$ cat src/rtl/aim_shot_controller.sv
// Cue aiming stage: steps aim angle and shot power from held keys once per frame,
// drives the direction-line vector, and fires a one-cycle shot strobe on Enter.
module aim_shot_controller #(
  parameter int MIN_POWER     = 8,
  parameter int MAX_POWER     = 200,
  parameter int POWER_STEP    = 4,
  parameter int INIT_POWER    = 64,
  parameter int REPEAT_FRAMES = 4,
  parameter int SETTLE_FRAMES = 8,
  parameter int MOVE_TIMEOUT  = 16
) (
  input  logic               clk,
  input  logic               resetN,
  input  logic               startOfFrame,
  input  logic               keyLeft,
  input  logic               keyRight,
  input  logic               keyUp,
  input  logic               keyDown,
  input  logic               keyEnter,
  input  logic               ballsMoving,
  output logic               lineEnable,
  output logic signed [10:0] velocityX,
  output logic signed [10:0] velocityY,
  output logic               shotValid,
  output logic signed [10:0] shotVelX,
  output logic signed [10:0] shotVelY
);

  localparam int HW = (REPEAT_FRAMES > 1) ? $clog2(REPEAT_FRAMES) : 1;
  localparam int SW = $clog2(SETTLE_FRAMES + 1);
  localparam int MW = $clog2(MOVE_TIMEOUT + 1);
  localparam logic [HW-1:0] HOLD_LAST   = HW'(REPEAT_FRAMES - 1);
  localparam logic [SW-1:0] SETTLE_LAST = SW'(SETTLE_FRAMES - 1);
  localparam logic [MW-1:0] MOVE_LAST   = MW'(MOVE_TIMEOUT - 1);
  localparam logic [9:0]    MIN_P       = 10'(MIN_POWER);
  localparam logic [9:0]    MAX_P       = 10'(MAX_POWER);
  localparam logic [9:0]    STEP_P      = 10'(POWER_STEP);
  localparam logic [9:0]    INIT_P      = 10'(INIT_POWER);

  typedef enum logic [1:0] {AIM, FIRE, WAIT_MOVE, WAIT_STOP} state_e;

  state_e             state_q, state_d;
  logic [5:0]         angle_q, angle_d;
  logic [9:0]         power_q, power_d;
  logic [HW-1:0]      hold_q, hold_d;
  logic [SW-1:0]      settle_q, settle_d;
  logic [MW-1:0]      move_q, move_d;
  logic               enter_prev_q, enter_prev_d;
  logic               stale1_q, stale1_d, stale2_q, stale2_d;
  logic               line_en_q, line_en_d;
  logic               shot_valid_q, shot_valid_d;
  logic signed [10:0] shot_x_q, shot_x_d, shot_y_q, shot_y_d;
  logic [9:0]         mag_x_q, mag_x_d, mag_y_q, mag_y_d;
  logic               neg_x_q, neg_x_d, neg_y_q, neg_y_d;
  logic signed [10:0] vel_x_q, vel_x_d, vel_y_q, vel_y_d;
  logic [4:0]         s_idx, c_idx;
  logic [6:0]         s_abs, c_abs;
  logic               any_key, param_change, fire;

  // First quadrant of round(64*sin(k*pi/32)); the other quadrants fold onto it.
  function automatic logic [6:0] sin_rom(input logic [4:0] k);
    logic [6:0] v;
    case (k)
      5'd0:    v = 7'd0;
      5'd1:    v = 7'd6;
      5'd2:    v = 7'd12;
      5'd3:    v = 7'd19;
      5'd4:    v = 7'd24;
      5'd5:    v = 7'd30;
      5'd6:    v = 7'd36;
      5'd7:    v = 7'd41;
      5'd8:    v = 7'd45;
      5'd9:    v = 7'd49;
      5'd10:   v = 7'd53;
      5'd11:   v = 7'd56;
      5'd12:   v = 7'd59;
      5'd13:   v = 7'd61;
      5'd14:   v = 7'd63;
      5'd15:   v = 7'd64;
      5'd16:   v = 7'd64;
      default: v = 7'd0;
    endcase
    return v;
  endfunction

  assign any_key = keyLeft | keyRight | keyUp | keyDown;

  // Stage 1: quadrant fold, ROM lookup and power multiply (truncated magnitude).
  always_comb begin
    s_idx   = angle_q[4] ? (5'd16 - {1'b0, angle_q[3:0]}) : {1'b0, angle_q[3:0]};
    c_idx   = angle_q[4] ? {1'b0, angle_q[3:0]} : (5'd16 - {1'b0, angle_q[3:0]});
    s_abs   = sin_rom(s_idx);
    c_abs   = sin_rom(c_idx);
    neg_x_d = angle_q[5] ^ angle_q[4];
    neg_y_d = ~angle_q[5];  // screen Y grows down, so positive sine draws upward
    mag_x_d = 10'((16'(power_q) * 16'(c_abs)) >> 6);
    mag_y_d = 10'((16'(power_q) * 16'(s_abs)) >> 6);
  end

  // Stage 2: apply sign.
  always_comb begin
    vel_x_d = neg_x_q ? -$signed({1'b0, mag_x_q}) : $signed({1'b0, mag_x_q});
    vel_y_d = neg_y_q ? -$signed({1'b0, mag_y_q}) : $signed({1'b0, mag_y_q});
  end

  always_comb begin
    // NOTE: every _d gets its hold value first so no path through the case infers a latch.
    state_d      = state_q;
    angle_d      = angle_q;
    power_d      = power_q;
    hold_d       = hold_q;
    settle_d     = settle_q;
    move_d       = move_q;
    shot_x_d     = shot_x_q;
    shot_y_d     = shot_y_q;
    param_change = 1'b0;
    fire         = 1'b0;
    case (state_q)
      AIM: begin
        if (startOfFrame) begin
          if (any_key) begin
            hold_d = (hold_q == HOLD_LAST) ? '0 : hold_q + 1'b1;
            if (hold_q == '0) begin
              if (keyLeft && !keyRight)      angle_d = angle_q + 6'd1;
              else if (keyRight && !keyLeft) angle_d = angle_q - 6'd1;
              if (keyUp && !keyDown)
                power_d = (power_q >= MAX_P - STEP_P) ? MAX_P : power_q + STEP_P;
              else if (keyDown && !keyUp)
                power_d = (power_q <= MIN_P + STEP_P) ? MIN_P : power_q - STEP_P;
            end
          end else begin
            hold_d = '0;
          end
        end
        // A shot must capture a settled vector, so Enter is dropped while the pipe refills.
        param_change = (angle_d != angle_q) || (power_d != power_q);
        fire = keyEnter && !enter_prev_q && !stale1_q && !stale2_q && !param_change;
        if (fire) begin
          state_d  = FIRE;
          shot_x_d = vel_x_q;
          shot_y_d = vel_y_q;
          hold_d   = '0;
        end
      end
      FIRE: begin
        state_d = WAIT_MOVE;
        move_d  = '0;
      end
      WAIT_MOVE: begin
        if (ballsMoving) begin
          state_d  = WAIT_STOP;
          settle_d = '0;
        end else if (startOfFrame) begin
          if (move_q == MOVE_LAST) state_d = AIM;
          else                     move_d  = move_q + 1'b1;
        end
      end
      WAIT_STOP: begin
        if (startOfFrame) begin
          if (ballsMoving) begin
            settle_d = '0;
          end else if (settle_q == SETTLE_LAST) begin
            state_d  = AIM;
            settle_d = '0;
          end else begin
            settle_d = settle_q + 1'b1;
          end
        end
      end
      default: state_d = AIM;
    endcase
    stale1_d     = param_change;
    stale2_d     = stale1_q;
    enter_prev_d = keyEnter;
    line_en_d    = (state_d == AIM);
    shot_valid_d = (state_d == FIRE);
  end

  // NOTE: sequential state uses non-blocking assignments so every flop samples pre-edge values.
  always_ff @(posedge clk or negedge resetN) begin
    if (!resetN) begin
      state_q      <= AIM;
      angle_q      <= '0;
      power_q      <= INIT_P;
      hold_q       <= '0;
      settle_q     <= '0;
      move_q       <= '0;
      enter_prev_q <= 1'b1;
      stale1_q     <= 1'b1;
      stale2_q     <= 1'b1;
      line_en_q    <= 1'b0;
      shot_valid_q <= 1'b0;
      shot_x_q     <= '0;
      shot_y_q     <= '0;
      mag_x_q      <= '0;
      mag_y_q      <= '0;
      neg_x_q      <= 1'b0;
      neg_y_q      <= 1'b0;
      vel_x_q      <= '0;
      vel_y_q      <= '0;
    end else begin
      state_q      <= state_d;
      angle_q      <= angle_d;
      power_q      <= power_d;
      hold_q       <= hold_d;
      settle_q     <= settle_d;
      move_q       <= move_d;
      enter_prev_q <= enter_prev_d;
      stale1_q     <= stale1_d;
      stale2_q     <= stale2_d;
      line_en_q    <= line_en_d;
      shot_valid_q <= shot_valid_d;
      shot_x_q     <= shot_x_d;
      shot_y_q     <= shot_y_d;
      mag_x_q      <= mag_x_d;
      mag_y_q      <= mag_y_d;
      neg_x_q      <= neg_x_d;
      neg_y_q      <= neg_y_d;
      vel_x_q      <= vel_x_d;
      vel_y_q      <= vel_y_d;
    end
  end

  assign lineEnable = line_en_q;
  assign shotValid  = shot_valid_q;
  assign velocityX  = vel_x_q;
  assign velocityY  = vel_y_q;
  assign shotVelX   = shot_x_q;
  assign shotVelY   = shot_y_q;

endmodule

$ cat config.mk
export PLATFORM = sky130hd
export DESIGN_NAME = aim_shot_controller
export DESIGN_NICKNAME = d
export VERILOG_FILES = /design/src/rtl/aim_shot_controller.sv
export SDC_FILE = /design/constraint.sdc
export NUM_CORES = 1
export LEC_CHECK = 0
export CAP_MARGIN = 30
export CORE_ASPECT_RATIO = 1.4
export CORE_MARGIN = 5
export CORE_UTILIZATION = 40
export CTS_BUF_LIST = sky130_fd_sc_hd__clkbuf_8
export DETAILED_ROUTE_END_ITERATION = 7
export GPL_TIMING_DRIVEN = 0
export PLACE_DENSITY = 0.61
export SLEW_MARGIN = 20
export SYNTH_ARGS = -nofsm -noshare
export SYNTH_HDL_FRONTEND = slang
export SYNTH_SLANG_ARGS = --single-unit
$ cat constraint.sdc
create_clock -name clk -period 16 [get_ports clk]
set_clock_uncertainty 0.1 [all_clocks]
set_input_delay 2.4 -clock clk [delete_from_list [all_inputs] [get_ports clk]]
set_output_delay 2.4 -clock clk [all_outputs]
set_load 0.01 [all_outputs]
; ---- Yosys cells after proc, flatten, opt, wreduce, memory -nomap -nowiden
; Memory sizes are Yosys's and may differ from the RTL's.
; Cells that the tools add are included.
[totals]
regBits = 100
latch_bits = 0
ram_bits = 0
romBits = 448
out_inout_bits = 46
mem_count = 2
[classes]
addsub = 10
multipliers = 2
div = 0
n_lt_le_gt_ge = 2
eq_ne = 14
shifts = 0
muxes = 40
bitwise = 5
n_reduce_logical = 27
[memory_table]
columns = memory, words, width, read_ports, rd_ports_with_merged_regs, write_ports, line_no
row1 = (no name shown), 32, 7, 1, 0, 0, 63  ; case (k)
row2 = (no name shown), 32, 7, 1, 0, 0, 63
[op_table]
columns = cell, n
row1 = 10-bit two-way mux, 8
row2 = 6-bit two-way mux, 6
row3 = 10-bit by 7-bit multiplier with 16-bit output, 2
row4 = 5-bit two-way mux, 5
row5 = 11-bit two-way mux, 2
row6 = 2-bit two-way mux, 11
row7 = 10-bit negator with 11-bit output, 2
row8 = 4-bit two-way mux, 4
row9 = "10-bit by 3-bit adder with 10-bit output, second input constant", 1
row10 = "10-bit by 8-bit greater-or-equal comparator with 1-bit output, second input constant", 1
row11 = "10-bit by 4-bit less-or-equal comparator with 1-bit output, second input constant", 1
row12 = 10-bit != test, 1
row13 = "2-bit != test, second input constant", 5
row14 = 5-bit one-hot mux with 2 select lines, 1
row15 = "10-bit by 3-bit subtractor with 10-bit output, second input constant", 1
row16 = 1-bit logical AND, 8
row17 = 1-bit logical NOT, 8
row18 = 2-bit one-hot mux with 4 select lines, 1
row19 = 4-bit one-hot mux with 2 select lines, 1
row20 = "6-bit by 1-bit adder with 6-bit output, second input constant", 1
row21 = "2-bit == test, second input constant", 3
row22 = 2-bit logical NOT, 3
row23 = 6-bit != test, 1
row24 = 2-bit nonzero test, 3
row25 = 16 further kinds, 20

; ---- Depth between registers and ports, before layout
; Gate-level depths: netlist of run 1.
[depth]
ltp_word = 15
ltp_mapped = 28
depth_no_buf = 27

; ---- Least setup slack after synthesis of run 1
; Ideal clock, no wire load.
[synth_path]
path_type = reg2reg
startpoint = register angle_q[0]
endpoint = register mag_x_q[9]
setup_time_ns = 0.080
arrival_ns = 6.665
required_ns = 15.820
path_slack_ns = 9.155
path_stages_with_launch = 24
cell_sequence = dfrtp_1 -> clkbuf_1 -> inv_1 -> ha_1 -> mux2_2 -> ha_1 -> a31o_2 -> a221oi_1 -> nand2_1 -> fa_1 -> fa_1 -> inv_1 -> fa_1 -> inv_1 -> fa_1 -> inv_1 -> ha_1 -> and4b_1 -> nand3_1 -> a21boi_1 -> a311oi_1 -> nor3_1 -> a2111oi_2 -> xnor2_1
[synth_via]
elab_chain_cells = 4
[synth_rtl]
columns = item, line_no
row1 = start: declaration, 43  ; logic [5:0] angle_q, angle_d;
row2 = start signal: assignment, 203  ; angle_q <= angle_d;
row3 = 5-bit by 4-bit subtractor with 5-bit output, 91  ; c_idx = angle_q[4] ? {1'b0, angle_q[3:0]} : (5'd16 - {1'b0, angle_q[3:0]});
row4 = 5-bit two-way mux (*), 91
row5 = memory read 32 x 7 bit (*), --
row6 = 10-bit by 7-bit multiplier with 16-bit output (*), 96  ; mag_x_d = 10'((16'(power_q) * 16'(c_abs)) >> 6);
row7 = named net mag_x_d[9], 53  ; logic [9:0] mag_x_q, mag_x_d, mag_y_q, mag_y_d;
row8 = end signal: assignment, 215  ; mag_x_q <= mag_x_d;
row9 = end: declaration, 53
; The timed path passes the listed nets; every way through them passes the cells marked *.
; A chain may end at the register's enable or synchronous reset.

; ---- Final worst setup path of run 1
; Ends and elaborated chain as after synthesis.

==> results of run 1 <==
## kinds of logic (layout without fill, tap and decap cells)
family	after synthesis	in the layout	share of synthesized area
AO/OA/AOI/OAI	148	148	0.111
adder cells (fa/ha/maj)	162	162	0.276
flip-flops	100	100	0.268
buffers and inverters	137	211	0.0604
multiplexers	29	29	0.0404
AND/OR/NAND/NOR	342	342	0.193
XOR/XNOR	55	55	0.0515
## report_power, final
part | switching, mW | internal [mW]
clock | 0.0988 | 0.0766
combinational | 0.0143 | 0.00781
sequential | 0.00208 | 0.255
## metal layers
metal | part of all wire | up-vias
met5 | 0 | -
met4 | 0.034 | 0
met3 | 0.023 | 43
met2 | 0.51 | 132
met1 | 0.43 | 3487
li1 | - | 3415
## final cells by class
cell class	count	area share
Buffer	36	0.0177
Timing Repair Buffer	58	0.0549
Sequential cell	100	0.238
Clock inverter	7	0.00890
Multi-Input combinational cell	736	0.597
Tap cell	306	0.0363
Clock buffer	9	0.0117
Inverter	101	0.0359
## sequential cells by signal (all words and copies together) (netlist names), 2 cells and up
| signal | count |
|---|---|
| power_q | 10 |
| mag_x_q | 10 |
| hold_q | 2 |
| state_q | 2 |
| shotVelX | 11 |
| move_q | 5 |
| shotVelY | 11 |
| velocityX | 11 |
| mag_y_q | 10 |
| settle_q | 4 |
| angle_q | 6 |
| velocityY | 11 |
## worst reg2reg max path, stage by stage, from the launching register on
cell and delay [ps]:
dfrtp_1 570, clkbuf_1 410, inv_1 380, ha_1 450, mux2_2 350, inv_1 120
ha_1 220, nor3_1 60, o211ai_1 160, a21boi_1 670, and2_1 260, nand2_1 70
fa_1 470, fa_1 490, inv_1 50, fa_1 520, inv_1 50, fa_1 530
inv_1 50, ha_1 330, and4b_1 230, nand3_1 100, a21boi_1 130, a311oi_1 480
nor3_1 140, a2111oi_2 390, xnor2_1 170
## worst max-delay path by stage
stage | startpoint | endpoint | slack [ps]
after global placement | angle_q[0] | mag_x_q[9] | 7960
final | angle_q[0] | mag_x_q[9] | 7980
after floorplan | angle_q[0] | mag_x_q[9] | 9160
after CTS | angle_q[0] | mag_x_q[9] | 8020
after detailed placement | angle_q[0] | mag_x_q[9] | 8090
after global routing | angle_q[0] | mag_x_q[9] | 7460
## placed cells by master (no fill, tap or decap), types with 15 or more instances in the layout
cell / n
a21oi_1: 31
nor2_1: 54
xnor2_1: 43
clkdlybuf4s50_1: 52
clkbuf_1: 24
ha_1: 88
dfrtp_1: 96
nand3_1: 16
inv_1: 100
fa_1: 74
mux2_4: 15
nor3_1: 18
o21ai_0: 31
and2_1: 90
nand2_1: 89
## stage by stage
step	hold slack, ps	instance area (um^2)
2_1_floorplan	254	9360
3_3_place_gp	257	10300
3_5_place_dp	261	10300
4_1_cts	278	10500
5_1_grt	283	10500
6_report	276	10500
==> run metrics, run 1 <==
delay-heaviest family, CP=adder cells; synth cell count leaders=100 x inv_1, 96 x dfrtp_1, 90 x and2_1, 89 x nand2_1, 88 x ha_1; antenna viol nets, final=0; final hold violations=0; most frequent cell after synthesis=inv_1; register-to-register setup slack=7980 ps; number of antenna violations at the first check in global routing=0; chip width=139 um; synthesis warning total=0; Die H=191 um; port bufs=53; grt met1 use=0.205; FFs w/ async S/R, synth=1.00; min-delay src=stale1_q; Residual DRC=0; distinct cell type count after synthesis=77; synthesized area=9360 um^2; Final period util=0.501; clk slew on worst S/H paths=110 ps; worst hold endpoint=stale2_q; Peak VDD IR=0.0000320 V; hold path depth=0; vias per cell=5.23; CTS tree=built; cell count along the critical path=26; Fill cells=2266; synthesized flop and latch total=100; # placed instances=1337; initial cell density of the core=0.405; worst slew pin tran=848 ps; pin count of the biggest net entering global routing=75; Worst EP arrival=8230 ps; Leakage=5.07 nW; Critical R2R Launch=angle_q[0]; reg-to-reg critical path endpoint=mag_x_q[9]; hpwl dp=16.9 mm; Startpoint Class=register; FF/Latch Area=2510 um^2; met3 usage=0.0145; global-route wire length before repair=36.3 mm; vias in the first global route=7288; worst hold path class=register to register; Synth area leaders=dfrtp_1 26%, fa_1 16%, ha_1 12%, and2_1 6.0%, xnor2_1 4.0%; Tmin final=8020 ps; clock sinks=100; Buf/Inv on CP=6; clock buffer depth=2; Final Core Density=0.456; worst-path maximum fanout=14; area delta synth->final=12.7%; setup_tns=0 ps; EDFF count, synth=0; CTS Root Cell=clkbuf_8; Post-layout nets=1213; WP data required=16220 ps; Clock Latency Late Sink=390 ps; fin cells=1353; Mapped Avg Cell Area=9.62 um^2; setup violators final=0; fmax=125 MHz; GRT Total Usage=0.167; Pwr per Cell Area=43.1 nW/um^2; final RePlAce weighted congestion=0.922; leading area contributor after synthesis=dfrtp_1; Post-Syn Nets=1144; total grt overflow=0; Resized cells post-CTS=0; Top-Level Pins=55; Critical Path End Type=register; Final Power=455 uW; Worst Reg-to-Reg Cells=26; # Post-CTS Setup Buffers=0; Post-Syn Instances=973; final WL=21.5 mm; Crit Path Class=register to register; share of the synthesized area in the top cell type=0.257; layout cells sized above 1=0.0726; Top cell by count, worst path=inv_1; drt pass-1 iters=5; dpl ws=8090 ps; PnR worst setup slack=7980 ps; max-cap viol count=0; Antenna diodes=0; Multi-input gate area=6290 um^2; initial DRC count=315; met2 Resource Use GR=0.300; CTS Hold Bufs=0; status=finished, final reports clean; average wire per standard cell=15.9 um; max_slew headroom=0.427; Top FF cell, synth=dfrtp_1; Core Rows=66; final slew viol count=0; CTS buffer count=9; busiest layer in global routing=met2; Max stage delay on crit path=670 ps; Max stage delay cell, worst path=a21boi_1; Via Count=7077; unrepaired setup endpoints after global routing=no; register area share after synthesis=0.268; H-tree levels=3; core footprint=23100 um^2; Die ar.=26600 um^2
Note: power is estimated with default switching activity, not from simulation.
==> inputs of run 2 (changes only) <==
--- a/config.mk
+++ b/config.mk
@@ -12,7 +12,7 @@
 export CTS_BUF_LIST = sky130_fd_sc_hd__clkbuf_8
 export DETAILED_ROUTE_END_ITERATION = 7
 export GPL_TIMING_DRIVEN = 0
-export PLACE_DENSITY = 0.61
+export PLACE_DENSITY = 0.63
 export SLEW_MARGIN = 20
 export SYNTH_ARGS = -nofsm -noshare
 export SYNTH_HDL_FRONTEND = slang
==> constraint.sdc (replaced) <==
create_clock -name clk -period 6.45 [get_ports clk]
set_clock_uncertainty 0.1 [all_clocks]
set_input_delay 0.9675 -clock clk [delete_from_list [all_inputs] [get_ports clk]]
set_output_delay 0.9675 -clock clk [all_outputs]
set_load 0.01 [all_outputs]
==> run 2 against run 1 <==
  * Sequential power grew 150%
  * Global-route usage grew 0.45 points
  * Clock power grew 130%
  * Via count grew 3.6%
  * Sequential share of layout area shrank 1.3 points
  * Worst hold slack is essentially flat
  * First-iteration DRC count shrank 16%
  * Cell area grew 6.0%
  * Critical path depth is the same
  * Routed wire length grew 5.2%
  * Clock-buffer cell count grew 1
  * Non-clock buffer count grew 26
  * Critical endpoint is now mag_x_q[7]
  * Highest routed layer unchanged
==> run metrics, run 2 (synthesized netlist as in run 1, its figures left out) <==
Via Count=7329 (was 7077); Worst EP arrival=6450 ps (was 8230 ps); worst hold path class=register to register (unchanged); fin area=11200 um^2 (was 10500 um^2); number of antenna violations at the first check in global routing=0 (unchanged); vias per cell=5.31 (was 5.23); setup violators final=0 (unchanged); global-route wire length before repair=37.3 mm (was 36.3 mm); WP data required=6650 ps (was 16220 ps); Fill cells=2161 (was 2266); total grt overflow=0 (unchanged); net switching power=282 uW (was 115 uW); worst-path maximum fanout=6 (was 14); average wire per standard cell=16.4 um (was 15.9 um); CTS Root Cell=clkbuf_8 (unchanged); Top-Level Pins=55 (unchanged); final slew viol count=0 (unchanged); initial cell density of the core=0.405 (unchanged); fmax=160 MHz (was 125 MHz); GRT Total Usage=0.172 (was 0.167); area delta synth->final=19.4% (was 12.7%); most common cell after layout, fill and taps aside=inv_1 (unchanged); CTS tree=built (unchanged); CTS Hold Bufs=0 (unchanged); clock buffer depth=2 (unchanged); H-tree levels=3 (unchanged); Startpoint Class=register (unchanged); Antenna diodes=0 (unchanged); Final period util=0.968 (was 0.501); Worst Reg-to-Reg Cells=26 (unchanged); commonest non-fill, non-tap cells in the layout=94 x inv_1, 93 x dfrtp_1, 89 x and2_1, 87 x nand2_1, 82 x ha_1 (was 100 x inv_1, 96 x dfrtp_1, 90 x and2_1, 89 x nand2_1, 88 x ha_1); port bufs=53 (unchanged); Clock Latency Late Sink=380 ps (was 390 ps); Leakage=5.31 nW (was 5.07 nW); Critical R2R Launch=angle_q[0] (unchanged); hold path depth=0 (unchanged); Critical Path End Type=register (unchanged); core footprint=23100 um^2 (unchanged); internal power=811 uW (was 340 uW); Sw Share=0.258 (was 0.253); clk slew on worst S/H paths=110 ps (about the same); register-to-register setup slack=210 ps (was 7980 ps); end point of the critical path=mag_x_q[7] (was mag_x_q[9]); DP Area=10400 um^2 (was 10300 um^2); dpl ws=-1050 ps (was 8090 ps); Reg power frac=0.584 (was 0.566); Residual DRC=0 (unchanged); PnR worst setup slack=206 ps (was 7980 ps); Die ar.=26600 um^2 (unchanged); max_slew headroom=0.443 (was 0.427); Tmin final=6240 ps (was 8020 ps); Worst Setup SP=angle_q[0] (unchanged); final WL=22.6 mm (was 21.5 mm); reg-to-reg critical path endpoint=mag_x_q[7] (was mag_x_q[9]); CTS buffer count=9 (unchanged); Pwr per Cell Area=97.8 nW/um^2 (was 43.1 nW/um^2); layout cells sized above 1=0.151 (was 0.0726); max-cap viol count=0 (unchanged); pin count of the biggest net entering global routing=79 (was 75); chip width=139 um (unchanged); Crit Path Class=register to register (unchanged); Peak VDD IR=0.000107 V (was 0.0000320 V); final hold violations=0 (unchanged); worst slew pin tran=831 ps (was 848 ps); status=finished, final reports clean (unchanged); vias in the first global route=7556 (was 7288); drt pass-1 iters=5 (unchanged); antenna viol nets, final=0 (unchanged); Die H=191 um (unchanged); initial DRC count=266 (was 315); final RePlAce weighted congestion=0.903 (was 0.922); Post-layout nets=1239 (was 1213); power share of the clock group=0.365 (was 0.386); clock sinks=100 (unchanged); hpwl dp=17.0 mm (was 16.9 mm); Comb power frac=0.051 (was 0.049); Core Rows=66 (unchanged)
==> run 2: cell count changes in the layout (fill, tap and decap cells not counted), moves of 5 or more <==
| cell | before | now |
|---|---|---|
| a21oi_1 | 31 | 25 |
| ha_1 | 88 | 82 |
| buf_2 | 8 | 3 |
| nor2_1 | 54 | 46 |
| inv_1 | 100 | 94 |
| buf_4 | 1 | 30 |
| inv_2 | 1 | 6 |
==> run 2: power by group through the flow <==
| stage | Sequential [mW] | Clock, mW | Combinational [mW] |
|---|---|---|---|
| 6_report | 0.638 | 0.398 | 0.0559 |
| 5_1_grt | 0.640 | 0.445 | 0.0638 |
| 3_5_place_dp | 0.651 | 0 | 0.0570 |
| 3_3_place_gp | 0.651 | 0 | 0.0531 |
| 4_1_cts | 0.639 | 0.412 | 0.0573 |
| 2_1_floorplan | 0.649 | 0 | 0.0281 |
==> run 2: metal layers <==
metal	routed length, um	track usage
met5	0	0
met4	708	0.0715
met3	509	0.0130
met2	11900	0.310
met1	9490	0.212
==> run 2: critical path: stages, from the launching register on <==
cell and delay (ps):
dfrtp_2 440, buf_8 130, clkinvlp_4 70, ha_4 200, mux2_4 320, inv_2 90, ha_2 210, and3b_1 190
a21oi_2 110, o32a_4 190, and2_1 160, nand2_1 80, fa_1 500, fa_1 490, inv_1 50, fa_1 520
inv_1 50, fa_1 520, inv_1 40, ha_1 320, and4b_1 230, nand3_2 110, a21boi_4 230, a311oi_4 150
o31ai_2 330, buf_4 170, xor2_1 140
==> run 2: metrics by stage <==
| stage | cells | total power [mW] | hold WS, ps | setup TNS [ps] | util |
|---|---|---|---|---|---|
| 2_1_floorplan | 973 | 0.678 | 254 | 0 | - |
| 3_3_place_gp | 1332 | 0.704 | 256 | -10730 | 0.446 |
| 3_5_place_dp | 1334 | 0.708 | 261 | -10980 | 0.448 |
| 4_1_cts | 1363 | 1.11 | 278 | 0 | 0.468 |
| 5_1_grt | 1379 | 1.15 | 284 | -83.7 | 0.483 |
| 6_report | 1379 | 1.09 | 276 | 0 | 0.483 |
==> run 2: worst min-delay path by stage <==
stage / startpoint / to / slack (ps)
2_1_floorplan: stale1_q / stale2_q / 250
3_3_place_gp: stale1_q / stale2_q / 260
3_5_place_dp: stale1_q / stale2_q / 260
4_1_cts: stale1_q / stale2_q / 280
5_1_grt: stale1_q / stale2_q / 280
6_report: stale1_q / stale2_q / 280
==> run 2: repair_timing <==
action,in CTS,in global routing
setup endpoints to repair,17,13
gates resized for setup,32,55
pin swaps,3,23
buffers inserted,13,16
==> run 2: layout make-up <==
class / count / area [um^2] / share of cell area
buffer: 36 / 213 / 0.0190
clock buffer: 10 / 138 / 0.0123
clock inverter: 6 / 56.3 / 0.00504
inverter: 101 / 383 / 0.0343
multi-input combinational: 736 / 6710 / 0.600
sequential: 100 / 2510 / 0.225
tap: 306 / 383 / 0.0343
timing repair buffer: 84 / 788 / 0.0705
